File: src/rtl/cpu_v7.sv
// cpu_v7: 3-stage (fetch / execute / writeback) micro-CPU core with an external
// program ROM, a register file, a Z flag, I/O ports and wait/halt control.
// Defining CPU_CARRY_EN adds a carry flag C plus the ADC (0xD) and JC (0xE)
// opcodes. Without it, 0xD and 0xE execute as NOP and there is no C flop.
module cpu_v7 #(
  parameter int INSTR_WIDTH      = 24,
  parameter int INSTR_ADDR_WIDTH = 4,
  parameter int REG_ADDR_WIDTH   = 3,
  parameter int BUS_WIDTH        = 8,
  parameter int NUM_PORTS        = 2,
  parameter int PORT_SEL_WIDTH   = 1
) (
  input  logic                           clk,
  input  logic                           n_reset,
  output logic [INSTR_ADDR_WIDTH-1:0]    instr_addr,
  input  logic [INSTR_WIDTH-1:0]         instr,
  input  logic [NUM_PORTS*BUS_WIDTH-1:0] in_port,
  input  logic [NUM_PORTS-1:0]           ready_in,
  output logic [NUM_PORTS*BUS_WIDTH-1:0] out_port,
  output logic [NUM_PORTS-1:0]           out_valid,
  output logic                           halted
);
  localparam int NREG = 2**REG_ADDR_WIDTH;
  localparam int RW   = REG_ADDR_WIDTH;
  localparam logic [3:0] OP_LDI = 4'h1, OP_ADD = 4'h2, OP_SUB = 4'h3, OP_AND = 4'h4,
                         OP_OR  = 4'h5, OP_XOR = 4'h6, OP_IN  = 4'h7, OP_OUT = 4'h8,
                         OP_JMP = 4'h9, OP_JZ  = 4'hA, OP_WTR = 4'hB, OP_WTP = 4'hC,
                         OP_ADC = 4'hD, OP_JC  = 4'hE, OP_HLT = 4'hF;

  logic [INSTR_ADDR_WIDTH-1:0]        pc_q, pc_d;
  logic [INSTR_WIDTH-1:0]             ir_q, ir_d;
  logic [BUS_WIDTH-1:0]               rf_q [NREG];
  logic                               w_we_q, w_we_d, w_zwe_q, w_zwe_d, w_z_q, w_z_d, z_q;
  logic [RW-1:0]                      w_rd_q;
  logic [BUS_WIDTH-1:0]               w_res_q;
  logic [NUM_PORTS-1:0][BUS_WIDTH-1:0] in_s1_q, in_s2_q, out_q, out_d;
  logic [NUM_PORTS-1:0]               rdy_s1_q, rdy_s2_q, rdy_s3_q, vld_q, vld_d;
  logic                               halted_q, halted_d;

  // execute-stage decode
  logic [3:0]                  op;
  logic [RW-1:0]               rd, ra, rb;
  logic [BUS_WIDTH-1:0]        imm, ra_v, rb_v, res;
  logic [PORT_SEL_WIDTH-1:0]   p;
  logic                        p_ok, z_cur, we, zwe, take, stall, do_out, do_halt, freeze;
`ifdef CPU_CARRY_EN
  logic                        c_q, w_cwe_q, w_c_q, c_cur, cy, cwe;
`endif
  // bits between the register fields and imm carry no meaning
  logic                        unused_ir;

  assign op   = ir_q[INSTR_WIDTH-1 -: 4];
  assign rd   = ir_q[INSTR_WIDTH-5 -: RW];
  assign ra   = ir_q[INSTR_WIDTH-5-RW -: RW];
  assign rb   = ir_q[INSTR_WIDTH-5-2*RW -: RW];
  assign imm  = ir_q[BUS_WIDTH-1:0];
  assign p    = imm[PORT_SEL_WIDTH-1:0];
  assign p_ok = 32'(p) < NUM_PORTS;
  assign unused_ir = ^ir_q;

  // W->E forwarding of operands and flags
  assign ra_v  = (w_we_q && w_rd_q == ra) ? w_res_q : rf_q[ra];
  assign rb_v  = (w_we_q && w_rd_q == rb) ? w_res_q : rf_q[rb];
  assign z_cur = w_zwe_q ? w_z_q : z_q;
`ifdef CPU_CARRY_EN
  assign c_cur = w_cwe_q ? w_c_q : c_q;
`endif

  assign instr_addr = pc_q;
  assign out_port   = out_q;
  assign out_valid  = vld_q;
  assign halted     = halted_q;

  // execute the instruction in ir and form all next-state values
  always_comb begin
    res = '0; we = 1'b0; zwe = 1'b0; take = 1'b0; stall = 1'b0;
    do_out = 1'b0; do_halt = 1'b0;
`ifdef CPU_CARRY_EN
    cy = 1'b0; cwe = 1'b0;
`endif
    case (op)
      OP_LDI: begin res = imm; we = 1'b1; end
      OP_ADD: begin
`ifdef CPU_CARRY_EN
        {cy, res} = {1'b0, ra_v} + {1'b0, rb_v}; cwe = 1'b1;
`else
        res = ra_v + rb_v;
`endif
        we = 1'b1; zwe = 1'b1;
      end
      OP_SUB: begin
        res = ra_v - rb_v; we = 1'b1; zwe = 1'b1;
`ifdef CPU_CARRY_EN
        cy = ra_v < rb_v; cwe = 1'b1;
`endif
      end
      OP_AND: begin res = ra_v & rb_v; we = 1'b1; zwe = 1'b1; end
      OP_OR:  begin res = ra_v | rb_v; we = 1'b1; zwe = 1'b1; end
      OP_XOR: begin res = ra_v ^ rb_v; we = 1'b1; zwe = 1'b1; end
      OP_IN:  begin res = p_ok ? in_s2_q[p] : '0; we = 1'b1; end
      OP_OUT: do_out = p_ok;
      OP_JMP: take = 1'b1;
      OP_JZ:  take = z_cur;
      // a WAITP edge only counts while the WAITP sits in E
      OP_WTR: stall = p_ok && !rdy_s2_q[p];
      OP_WTP: stall = p_ok && !(rdy_s2_q[p] && !rdy_s3_q[p]);
`ifdef CPU_CARRY_EN
      OP_ADC: begin
        {cy, res} = {1'b0, ra_v} + {1'b0, rb_v} + {{BUS_WIDTH{1'b0}}, c_cur};
        we = 1'b1; zwe = 1'b1; cwe = 1'b1;
      end
      OP_JC:  take = c_cur;
`endif
      OP_HLT: do_halt = 1'b1;
      default: ;
    endcase
    if (halted_q) begin
      we = 1'b0; zwe = 1'b0; take = 1'b0; do_out = 1'b0; do_halt = 1'b0;
`ifdef CPU_CARRY_EN
      cwe = 1'b0;
`endif
    end
    freeze   = halted_q | do_halt | stall;
    pc_d     = freeze ? pc_q : (take ? imm[INSTR_ADDR_WIDTH-1:0] : pc_q + 1'b1);
    ir_d     = freeze ? ir_q : (take ? '0 : instr);
    w_we_d   = we;
    w_zwe_d  = zwe;
    w_z_d    = (res == '0);
    halted_d = halted_q | do_halt;
    out_d    = out_q;
    vld_d    = '0;
    if (do_out) begin
      out_d[p] = ra_v;
      vld_d[p] = 1'b1;
    end
  end

  // pipeline, register file, flags, synchronisers and output registers
  always_ff @(posedge clk or negedge n_reset) begin
    if (!n_reset) begin
      pc_q <= '0; ir_q <= '0; halted_q <= 1'b0; z_q <= 1'b0;
      w_we_q <= 1'b0; w_zwe_q <= 1'b0; w_z_q <= 1'b0; w_rd_q <= '0; w_res_q <= '0;
      for (int i = 0; i < NREG; i++) rf_q[i] <= '0;
      in_s1_q <= '0; in_s2_q <= '0; rdy_s1_q <= '0; rdy_s2_q <= '0; rdy_s3_q <= '0;
      out_q <= '0; vld_q <= '0;
`ifdef CPU_CARRY_EN
      c_q <= 1'b0; w_cwe_q <= 1'b0; w_c_q <= 1'b0;
`endif
    end else begin
      pc_q <= pc_d; ir_q <= ir_d; halted_q <= halted_d;
      if (w_we_q)  rf_q[w_rd_q] <= w_res_q;
      if (w_zwe_q) z_q <= w_z_q;
      w_we_q <= w_we_d; w_zwe_q <= w_zwe_d; w_z_q <= w_z_d; w_rd_q <= rd; w_res_q <= res;
      in_s1_q <= in_port;  in_s2_q <= in_s1_q;
      rdy_s1_q <= ready_in; rdy_s2_q <= rdy_s1_q; rdy_s3_q <= rdy_s2_q;
      out_q <= out_d; vld_q <= vld_d;
`ifdef CPU_CARRY_EN
      if (w_cwe_q) c_q <= w_c_q;
      w_cwe_q <= cwe; w_c_q <= cy;
`endif
    end
  end
endmodule

File: config.mk
export PLATFORM = sky130hd
export DESIGN_NAME = cpu_v7
export DESIGN_NICKNAME = d
export VERILOG_FILES = /design/src/rtl/cpu_v7.sv
export SDC_FILE = /design/constraint.sdc
export NUM_CORES = 1
export LEC_CHECK = 0
export ABC_AREA = 1
export BUFFER_PORTS_ARGS = -buffer_cell sky130_fd_sc_hd__buf_4
export CAP_MARGIN = 40
export CORE_MARGIN = 8
export CORE_UTILIZATION = 56
export CTS_BUF_LIST = sky130_fd_sc_hd__clkbuf_4
export DETAILED_ROUTE_END_ITERATION = 12
export PLACE_DENSITY = 0.76
export SLEW_MARGIN = 25
export SYNTH_ARGS = -nofsm -noshare
export SYNTH_HDL_FRONTEND = slang
export SYNTH_SLANG_ARGS = --single-unit
File: constraint.sdc
create_clock -name clk -period 3 [get_ports clk]
set_input_delay 0.6 -clock clk [delete_from_list [all_inputs] [get_ports clk]]
set_output_delay 0.6 -clock clk [all_outputs]
set_load 0.01 [all_outputs]
==> results.sh <==
export IMPL_status="complete, but fails checks"
export IMPL_violations="negative setup slack"
export IMPL_viasPerCell=5.53
export IMPL_finalSetupViolations=5
export IMPL_startpoint_type="register"
export IMPL_syn_area_um2=8130
export IMPL_slew_limit_headroom_pct=57.6
export IMPL_io_pins=67
export IMPL_synth_edf_count=0
export IMPL_timing_hold_ws_ps=120
export IMPL_dp_slack_ps=-200
export IMPL_power_w=0.00353
export IMPL_worstPathArrival_ps=3800
export IMPL_drt_initial_drc_count=887
export IMPL_synthAdderAreaFrac_pct=3.94
export IMPL_cts_tree="yes"
export IMPL_cts_path_max_buffers=2
export IMPL_crit_fanout=5
export IMPL_p_leak_nw=4.85
export IMPL_synth_top_family_by_area="simple AND/OR/NAND/NOR gates"
export IMPL_routed_wl_met2_mm=10.0
export IMPL_hold_class="in2reg"
export IMPL_holdPathStages=1
export IMPL_grt_setup_unrepaired="yes"
export IMPL_route_detailed_drc=0
export IMPL_cp_required_ps=3530
export IMPL_top_layer_used="met4"
export IMPL_synthArstFlopShare_pct=100
export IMPL_grtUsageTotal_pct=23.9
export IMPL_wl_met1_mm=9.44
export IMPL_drive_gt1_share_pct=24.1
export IMPL_avgSynthCellArea_um2=8.19
export IMPL_firstDrtPassIters=5
export IMPL_yosysMostFrequentCell="nand2_1"
export IMPL_synthFlopType="dfrtp_1"
export IMPL_fillCellCount=1132
export IMPL_max_vdd_ir_drop_v=0.000258
export IMPL_clk_pin_slew_ps=150
export IMPL_yosys_area_top_type="dfrtp_1"
export IMPL_maxSlewViolCount=0
export IMPL_syn_nets=1062
export IMPL_vias=7405
export IMPL_synthMuxAreaShare_pct=0.138
export IMPL_final_nets=1211
export IMPL_fmax_ghz=0.306
export IMPL_period_needed_ps=3270
export IMPL_insertion_delay_ps=580
export IMPL_finalWorstSetupSlack_ps=-266
export IMPL_gp_congestion=0.954
export IMPL_synth_distinct_cells=44
export IMPL_reg2reg_depth=22
export IMPL_synth_top_cell_area_share_pct=49.5
export IMPL_antenna_left=0
export IMPL_die_h_um=137
export IMPL_totalWireLength_mm=21.5
export IMPL_grt_max_degree=70
export IMPL_fp_row_count=44
export IMPL_fin_area_um2=10000
export IMPL_fin_worst_skew_ps=22.7
export IMPL_dp_hpwl_mm=15.6
export IMPL_synth_sequential_area_ratio_pct=49.5
export IMPL_power_density_nw_per_um2=353
export IMPL_grt_pass1_vias=7313
export IMPL_clockRootBuffer="clkbuf_4"
export IMPL_htree_levels=4
export IMPL_hold_viol=0
export IMPL_cts_buffers_inserted=17
export IMPL_initial_core_util_pct=56.6
export IMPL_ys_top_cells_by_count="nand2_1 (248), dfrtp_1 (161), o21ai_0 (150), inv_1 (102), nand3_1 (96)"
export IMPL_place_area_um2=9320
export IMPL_diodes=0
export IMPL_yosys_area_share_simple_pct=22.6
export IMPL_path_class="reg2reg"
export IMPL_antenna_found_initial=0
export IMPL_clkSinkCount=161
export IMPL_synthTopCellsByArea="dfrtp_1 (50%), nand2_1 (11%), o21ai_0 (9.2%), nand3_1 (5.9%), inv_1 (4.7%)"
export IMPL_grt_overflow=0
export IMPL_crit_path_end_kind="register"
export IMPL_synth_xor_area_share_pct=1.18
export IMPL_area_delta_synth_final_pct=23.1
export IMPL_die_w_um=137
export IMPL_port_buffers=63
export IMPL_min_period_over_period_pct=109
export IMPL_drv_cap=0
export IMPL_wl_met3_mm=1.55
export IMPL_grt_pass1_wl_mm=35.1
export IMPL_wl_per_cell_um=16.1
export IMPL_core_region_area_um2=14400
export IMPL_worst_slew_pin_slew_ps=634
export IMPL_fp_dieArea_um2=18600
export IMPL_synth_compound_area_share_pct=14.4
export IMPL_synthCells=993
export IMPL_yosys_warnings=0
export IMPL_synth_seq_cells=161
## what timing repair did
item	in CTS	in global routing
gates cloned	0	1
endpoints found under the hold margin	50	0
hold buffers	1	0
resized for setup	35	27
buffers inserted	13	8
endpoints found under the setup margin	5	6
pin swaps	33	12
## per-layer routing
metal / track usage, % / up-vias
met1: 32.3 / 3519
met2: 37.7 / 305
met4: 9.40 / 0
met5: 0 / -
li1: - / 3531
met3: 3.89 / 50
## worst paths after layout
check                             from          end  slack [ps]
setup reg to reg              ir_q[11]        w_z_q        -270
min in group asynchronous      n_reset     ir_q[19]         520
hold / removal             in_port[11]  in_s1_q[11]         120
max in group asynchronous      n_reset     rf_q[19]        1720
hold reg to reg             in_s1_q[6]   in_s2_q[6]         360
setup / recovery              ir_q[11]        w_z_q        -270
## layout by cell type, fill, tap and decap left out, types with 3 or more instances in the layout
cell | Yosys | final
ha_1 | 24 | 22
inv_2 | 6 | 6
nand2_4 | 0 | 5
o21ai_2 | 0 | 3
a21oi_1 | 37 | 33
o22ai_1 | 4 | 4
inv_6 | 2 | 10
nor2_2 | 3 | 4
o211ai_1 | 6 | 6
clkbuf_4 | 0 | 18
buf_4 | 5 | 161
dfrtp_1 | 161 | 159
xor2_1 | 9 | 8
nor3_1 | 9 | 9
inv_1 | 102 | 102
nand3_1 | 96 | 86
nor2_4 | 1 | 4
nand2_1 | 248 | 237
buf_12 | 1 | 4
o21ai_1 | 3 | 7
a21oi_2 | 0 | 3
nor2_1 | 44 | 40
clkinvlp_4 | 0 | 4
nand2_2 | 14 | 20
o311ai_0 | 3 | 3
buf_6 | 2 | 5
o21ai_0 | 150 | 143
nand3_2 | 3 | 13
## per-stage QoR
step	std cells	TNS [ps]	utilization [%]
detailed placement	1284	-447	64.9
global route	1338	-1280	69.7
CTS	1329	-248	68.2
global placement	1284	-363	64.9
finish	1338	-537	69.7
floorplan	993	0	-
## report_power, final
part / switching, W / internal [W]
combinational: 0.0000509 / 0.0000396
clock: 0.000807 / 0.000430
sequential: 0.00000692 / 0.00220
total: 0.000865 / 0.00266
## registers in the layout, indices dropped and copies added (netlist names), 3 cells and up
signal,count
in_s1_q,16
in_s2_q,16
instr_addr,4
ir_q,21
out_port,16
rf_q,64
w_rd_q,3
w_res_q,8
## logic make-up after synthesis
kind of cell,after synthesis
multiplexers,1
AND/OR/NAND/NOR,422
adder cells (fa/ha/maj),25
XOR/XNOR,11
AO/OA/AOI/OAI,217
flip-flops,161
buffers and inverters,156
## worst max-delay path, stage by stage, from the launching register on
cell and delay [ps]:
dfrtp_2 480, buf_12 150, clkbuf_16 140, nand2_1 60
o21ai_0 70, nand2_1 70, nand3_2 80, nand3_2 90
nand2_2 70, buf_4 130, buf_4 130, ha_1 210
fa_2 360, o211ai_1 270, nand2_1 130, nand2_1 80
nand2_1 50, nand2_1 70, a21oi_1 60, o21ai_1 90
nand2_1 110, nand3b_1 210, nor2_2 90
## cell type report
type	count	area [um2]	area share, %
Inverter	112	435	4.35
Multi-Input combinational cell	676	3640	36.4
Clock buffer	18	135	1.35
Timing Repair Buffer	174	1410	14.1
Sequential cell	161	4030	40.3
Tap cell	184	230	2.30
Clock inverter	13	125	1.25
Note: power is estimated with default switching activity, not from simulation.
